===== src/rtl/alu_pkg.sv =====
// rtl/alu_pkg.sv - shared widths, tap positions, FSM encoding and step functions for the ALU BIST
package alu_pkg;

    localparam int WORD_W = 20;
    localparam int LFSR_W = 40;
    localparam int SIG_W  = 21;
    localparam int CNT_W  = 10;

    // x^40 + x^38 + x^21 + x^19 + 1
    localparam int LFSR_TAP0 = 39;
    localparam int LFSR_TAP1 = 37;
    localparam int LFSR_TAP2 = 20;
    localparam int LFSR_TAP3 = 18;

    // x^21 + x^19 + 1
    localparam int MISR_TAP0 = 20;
    localparam int MISR_TAP1 = 18;

    typedef enum logic [1:0] {
        ST_IDLE = 2'd0,
        ST_RUN  = 2'd1,
        ST_DONE = 2'd2
    } bist_state_e;

    function automatic logic [LFSR_W-1:0] lfsr_step(input logic [LFSR_W-1:0] cur);
        return {cur[LFSR_W-2:0],
                cur[LFSR_TAP0] ^ cur[LFSR_TAP1] ^ cur[LFSR_TAP2] ^ cur[LFSR_TAP3]};
    endfunction

    function automatic logic [SIG_W-1:0] misr_step(input logic [SIG_W-1:0] cur,
                                                   input logic [SIG_W-1:0] din);
        return {cur[SIG_W-2:0], cur[MISR_TAP0] ^ cur[MISR_TAP1]} ^ din;
    endfunction

endpackage


===== src/rtl/bist_misr.sv =====
// rtl/bist_misr.sv - 21-bit multiple-input signature register shared by the logic and arith BISTs
module bist_misr
    import alu_pkg::*;
(
    input  logic             clk,
    input  logic             rst,
    input  logic             clr,
    input  logic             en,
    input  logic [SIG_W-1:0] din,
    output logic [SIG_W-1:0] sig
);

    logic [SIG_W-1:0] sig_q;
    logic [SIG_W-1:0] sig_d;

    // Clear wins over enable so a restart never folds in a stale result.
    always_comb begin
        sig_d = sig_q;
        if (clr) begin
            sig_d = '0;
        end else if (en) begin
            sig_d = misr_step(sig_q, din);
        end
    end

    always_ff @(posedge clk) begin
        if (rst) begin
            sig_q <= '0;
        end else begin
            sig_q <= sig_d;
        end
    end

    assign sig = sig_q;

endmodule


===== src/rtl/alu_logic_bist.sv =====
// rtl/alu_logic_bist.sv - LFSR-driven self-test controller for the 20-bit ALU logic units
module alu_logic_bist
    import alu_pkg::*;
#(
    parameter int                NUM_VECTORS = 10,
    parameter logic [LFSR_W-1:0] SEED        = 40'h00000_00001,
    parameter logic [SIG_W-1:0]  GOLDEN_SIG  = 21'h000000
) (
    input  logic              clk,
    input  logic              rst,
    input  logic              start,
    output logic [WORD_W-1:0] op_a,
    output logic [WORD_W-1:0] op_b,
    input  logic [WORD_W-1:0] res_c,
    input  logic              res_zero,
    output logic              busy,
    output logic              done,
    output logic              pass,
    output logic [SIG_W-1:0]  signature
);

    if (SEED == '0) begin : g_bad_seed
        $error("alu_logic_bist: SEED must be nonzero");
    end
    if (NUM_VECTORS < 1 || NUM_VECTORS > 1023) begin : g_bad_count
        $error("alu_logic_bist: NUM_VECTORS must be 1..1023");
    end

    localparam logic [CNT_W-1:0] LAST_CNT = CNT_W'(NUM_VECTORS - 1);

    bist_state_e       state_q;
    logic [LFSR_W-1:0] lfsr_q;
    logic [CNT_W-1:0]  cnt_q;
    logic              busy_q;
    logic              done_q;

    logic              launch;
    logic              misr_en;
    logic [SIG_W-1:0]  sig;

    assign launch  = start && (state_q == ST_IDLE || state_q == ST_DONE);
    assign misr_en = (state_q == ST_RUN);

    always_ff @(posedge clk) begin
        if (rst) begin
            state_q <= ST_IDLE;
            lfsr_q  <= SEED;
            cnt_q   <= '0;
            busy_q  <= 1'b0;
            done_q  <= 1'b0;
        end else begin
            case (state_q)
                ST_IDLE, ST_DONE: begin
                    if (start) begin
                        state_q <= ST_RUN;
                        lfsr_q  <= SEED;
                        cnt_q   <= '0;
                        busy_q  <= 1'b1;
                        done_q  <= 1'b0;
                    end
                end
                ST_RUN: begin
                    lfsr_q <= lfsr_step(lfsr_q);
                    cnt_q  <= cnt_q + 1'b1;
                    if (cnt_q == LAST_CNT) begin
                        state_q <= ST_DONE;
                        busy_q  <= 1'b0;
                        done_q  <= 1'b1;
                    end
                end
                default: begin
                    state_q <= ST_IDLE;
                    busy_q  <= 1'b0;
                    done_q  <= 1'b0;
                end
            endcase
        end
    end

    bist_misr u_misr (
        .clk (clk),
        .rst (rst),
        .clr (launch),
        .en  (misr_en),
        .din ({res_zero, res_c}),
        .sig (sig)
    );

    assign op_a      = lfsr_q[LFSR_W-1:WORD_W];
    assign op_b      = lfsr_q[WORD_W-1:0];
    assign busy      = busy_q;
    assign done      = done_q;
    assign pass      = done_q && (sig == GOLDEN_SIG);
    assign signature = sig;

endmodule


===== config.mk =====
export PLATFORM = sky130hd
export DESIGN_NAME = alu_logic_bist
export DESIGN_NICKNAME = d
export VERILOG_FILES = /design/src/rtl/alu_pkg.sv /design/src/rtl/bist_misr.sv /design/src/rtl/alu_logic_bist.sv
export SDC_FILE = /design/constraint.sdc
export NUM_CORES = 1
export LEC_CHECK = 0
export CORE_MARGIN = 2
export CORE_UTILIZATION = 51
export CTS_CLUSTER_SIZE = 40
export DETAILED_ROUTE_END_ITERATION = 10
export HOLD_SLACK_MARGIN = 0.1
export PLACE_DENSITY = 0.87
export SYNTH_ARGS = -nofsm -noshare
export SYNTH_HDL_FRONTEND = slang
export SYNTH_HIERARCHICAL = 1
export SYNTH_SLANG_ARGS = --single-unit

===== constraint.sdc =====
create_clock -name clk -period 2.23 [get_ports clk]
set_input_delay 0.3345 -clock clk [delete_from_list [all_inputs] [get_ports clk]]
set_output_delay 0.3345 -clock clk [all_outputs]
set_load 0.02 [all_outputs]

Word-level counts from Yosys, hierarchy flattened --
Cells that the tools add are included.
Cells by class: bitwise operators 5, muxes and demuxes 13, reduce and logical (&&, ||, !) cells 10, equal/unequal tests 5, add/sub/neg operators 1
Operators with widths (count):
- $pmux W40 S2 | 1
- $mux W40 | 1
- $logic_not A21 Y1 | 1
- $xor A21 B21 Y21 | 1
- $pmux W10 S2 | 1
- $add A10 B1 Y10 const B | 1
- $eq A10 B4 Y1 const B | 1
- $mux W10 | 1
- $mux W1 | 4
- $mux W2 | 2
- $pmux W1 S2 | 2
- $pmux W2 S2 | 1
- $reduce_and A2 Y1 | 2
- $reduce_or A2 Y1 | 2
- $xor A1 B1 Y1 | 4
- $eq A2 B1 Y1 const B | 1
- $eq A2 B2 Y1 const B | 1
- $logic_and A1 B1 Y1 | 2
- $logic_not A2 Y1 | 1
- $ne A2 B1 Y1 const B | 1
- $ne A2 B2 Y1 const B | 1
- $reduce_bool A2 Y1 | 1
- $logic_or A1 B1 Y1 | 1
Word-level totals: logic and storage cells 40, register bits 75, bits of input ports 24, output and inout port bits 64

Logic depth before layout (Yosys ltp) --
depth in word-level cells 4, depth in mapped cells 7, mapped depth without buffers 5

Hierarchy --
Netlist, hierarchy kept.
By module, submodules not included:
- alu_logic_bist | area each 2164.6 um2, sequential area each 1061.0 um2, cells each 264, instances 1
- bist_misr | area each 939.7 um2, sequential area each 420.4 um2, cells each 92, instances 1

Worst setup path after synthesis --
No wires, ideal clock.
path type register -> output, from register u_misr.sig_q[5], in the netlist u_misr/sig[5], to output port pass, slack 0.293 ns, required time 1.896 ns, arrival 1.602 ns, cell stages (with the launch flop) 3, buffers on the path 0, cell sequence dfxtp_1 > or4_1 > nor4_1
Between the ends: longest elaborated chain between the ends 2
RTL lines:
- start: declaration | line bist_misr.sv:13 | logic [SIG_W-1:0] sig_q;
- start signal: assignment | line bist_misr.sv:30 | sig_q <= sig_d;
- $logic_not A21 Y1 | line alu_logic_bist.sv:93 | assign pass = done_q && (sig == GOLDEN_SIG);
- $logic_and A1 B1 Y1 | line alu_logic_bist.sv:93
- end: declaration | line alu_logic_bist.sv:18 | output logic pass,
No other way between the ends.

Worst setup path after layout --
Ends and elaborated chain as after synthesis.

==> flow_metrics.tcl <==
set metrics [dict create \
    status "finished clean" \
    cp_slowest_stage_delay_ns 0.56 \
    fin_setup_tns_ns 0 \
    clkTransAtPathRegs_ns 0.09 \
    h-tree-depth 3 \
    min_path_type "in2reg" \
    synthToLayoutAreaGrowth_pct 36.6 \
    ys_ff_latch 74 \
    grt_max_degree 42 \
    synth-seq-area-share 0.477 \
    multiInputGateArea_um2 1470 \
    power_switching_share 0.281 \
    dr_total_vias 2841 \
    cp-startpoint "u_misr/sig[5]" \
    place_hpwl_mm 5.35 \
    avgSynthCellArea_um2 8.72 \
    io_pins 88 \
    preCtsSetupSlack_ns 0.0396 \
    dieArea_um2 6730 \
    hold_viol 0 \
    wl_met3_um 467 \
    synth_compound_area_frac 0.156 \
    clock_skew_ns 0.0113 \
    cp.required_ns 1.90 \
    die_y_um 82.0 \
    r2r_slack_ns 0.55 \
    clock_latency_ns 0.35 \
    setup_slack_ns 0.0699 \
    initial_core_util 0.527 \
    synth_cells 356 \
    vdd.ir_drop.worst_uv 434 \
    drc 0 \
    cts.sinks 74 \
    worstSetupStartpointType "flop" \
    grt_pass1_vias 2740 \
    drive_above_1_share 0.0928 \
    drt-total-wl_mm 7.67 \
    switchingPower_uw 809 \
    grtUsageTotal 0.237 \
    critical_path.slowest_cell "or4_1" \
    cellPowerDensity_nw_per_um2 679 \
    synth-xor-area-share 0.0726 \
    rsz0062_at_grt "false" \
    rr_endpoint "u_misr/sig[16]" \
    synthSimpleGateAreaFrac 0.222 \
    period_share 0.969 \
    timing.fmax_mhz 463 \
    fin_crit_ns 2.16 \
    core-area_um2 5890 \
    drtAntennaViolNets 0 \
    yosysUniqueCellTypes 37 \
    reg2reg_from "done" \
    worst-path-max-fanout 4 \
    synth_area_leaders "dfxtp_1 (48%), a21oi_1 (8.1%), nand3_1 (6.9%)" \
    topRoutingLayerUsed "met4" \
    cts_resized 5 \
    yosys_warnings 6 \
    met2_length_mm 3.84 \
    cts_tree "done" \
    synthDominantCellAreaShare 0.477 \
    cts_buffer_depth 2 \
    nNetsFinal 463 \
    synth_largest_area_cell "dfxtp_1" \
    die_w_um 82.0 \
    arrival_ns 1.83 \
    routed_via_density 5.50 \
    internal_power_uw 2070 \
    p_leak_uw 0.00139 \
    ctsRootBufferMaster "clkbuf_8" \
    cp-endpoint "pass" \
    syn_area_um2 3100 \
    drv_slew 0 \
    critPathCaptureType "output pin" \
    clkPwrFrac 0.378 \
    r2r_cells 6 \
    postCtsSetupBuffers 0 \
    slew_headroom 0.622 \
    avgRoutedWirePerCell_um 14.8 \
    gr-total-overflow 0 \
    drt-met1-wl_mm 3.21 \
    tightest_slew_ns 0.562 \
    seqPwrFrac 0.484 \
    first_pass_iters 4 \
    synth_nets 382 \
    power_frac_comb 0.138 \
    io_buffers 87 \
    cts_buffers 9 \
    grt_pass1_wl_mm 12.2 \
    synth_top_family_by_area "simple AND/OR/NAND/NOR gates" \
    setup_viol 0 \
    ctsHoldBuffers 0 \
    drt_iter0_drc 154 \
    path_class "reg2out" \
    antenna_found_initial 0 \
    synthAdderAreaFrac 0.00806 \
    n_fill_cell 458 \
    num_antenna_cells 0 \
    row_count 28 \
    muxShareOfSynthArea 0.0105 \
    gp_congestion 0.787 \
    path_cells "or4_1, nor4_2, clkdlybuf4s15_2" \
    cap_violations 0 \
    regArea_um2 1480 \
]
==> layer usage <==
layer / GRT usage / up-vias
met5: 0 / -
met3: 0.0593 / 14
met2: 0.414 / 81
met4: 0.123 / 0
met1: 0.264 / 1338
li1: - / 1408
==> layout by cell type, fill, tap and decap left out, drive strengths merged <==
cell type      Yosys  routed
xnor2             23      23
or2                1       1
nand3             43      43
nand2b             6       6
or4                3       3
nor2b              1       1
clkdlybuf4s15      0       1
a31o               1       1
bufinv             0       1
inv                5       9
nor3               2       2
or3                3       3
ha                 2       2
nand4              4       4
o211ai             3       3
nand2             43      43
nor2              25      25
clkdlybuf4s50      0      85
a311oi             1       1
nand4b             1       1
mux2               2       2
buf               22      11
and3b              1       1
xor3               1       1
o21bai             1       1
nor4               7       7
o311ai             2       2
mux2i              1       1
nor4b              1       1
a211oi            20      20
clkinv             0       1
clkinvlp           0       1
nor3b              2       2
dfxtp             74      74
clkbuf             5       9
a21oi             50      50
==> power groups by stage <==
stage               clock network, uW  registers [uW]  logic, uW
floorplan                           0            1450        211
global placement                    0            1420        391
detailed placement                  0            1420        396
CTS                              1100            1390        399
global route                     1160            1400        427
finish                           1090            1390        398
==> Yosys cell counts <==
cell type   n
nand4b_2    1
ha_1        2
nand2_1    43
mux2i_1     1
mux2_2      2
nor3b_1     2
or2_4       1
buf_2      11
a21oi_1    50
or3_1       3
a31o_2      1
a211oi_1   16
nor4b_1     1
dfxtp_1    74
nor2_1     25
xor3_1      1
nand4_1     4
and3b_1     1
xnor2_1    23
or4_1       3
nand3_1    43
nor2b_1     1
nor4_1      7
buf_1       5
buf_6       2
inv_2       1
o21bai_1    1
o311ai_1    1
nor3_1      2
buf_4       4
clkbuf_1    5
o311ai_0    1
nand2b_1    6
a211oi_2    4
a311oi_1    1
o211ai_1    3
inv_1       4
==> state kept, by name (all words and copies together) (netlist names) <==
| signal | count |
|---|---|
| cnt_q | 10 |
| state_q | 1 |
| u_misr/sig | 21 |
| lfsr_q | 40 |
| done | 1 |
| busy | 1 |
==> critical path: cells and delay by family, from the launching register on <==
family                 cells  cell delay, ns
buffers and inverters      1            0.31
and+or+nand+nor            2            0.83
DFF                        1            0.35
==> cell families after synthesis <==
group           after synthesis
flops                        74
fa+ha+maj                     2
mux                           3
buf+inv                      32
compound gates               78
simple gates                143
xor+xnor                     24
==> area by class of cell <==
class,count,area share
flip-flops and latches,74,0.349
multi-input cells,250,0.347
repair buffers,97,0.228
clock buffers,9,0.0292
well taps,75,0.0221
clock inverters,7,0.0198
inverters,5,0.00443
==> how the worst min path moves through the flow <==
| stage | startpoint | endpoint | slack, ns | cells after the start |
|---|---|---|---|---|
| floorplan | cnt_q[1] | cnt_q[1] | 0.48 | 2 |
| finish | rst | lfsr_q[34] | 0.42 | 2 |
| global route | rst | cnt_q[0] | 0.43 | 2 |
| global placement | lfsr_q[13] | lfsr_q[14] | 0.45 | 2 |
| detailed placement | lfsr_q[22] | lfsr_q[23] | 0.46 | 2 |
| CTS | rst | lfsr_q[33] | 0.41 | 2 |
==> stage by stage <==
step | instances | power [uW] | hold WS (ns) | utilization | area, um^2
2_1_floorplan | 356 | 1660 | 0.478 | - | 3100
5_1_grt | 517 | 2980 | 0.432 | 0.720 | 4240
3_5_place_dp | 501 | 1820 | 0.460 | 0.684 | 4020
4_1_cts | 517 | 2890 | 0.412 | 0.720 | 4240
3_3_place_gp | 501 | 1810 | 0.452 | 0.684 | 4020
6_report | 517 | 2880 | 0.417 | 0.720 | 4240
Power figures use the tool's default switching activity.
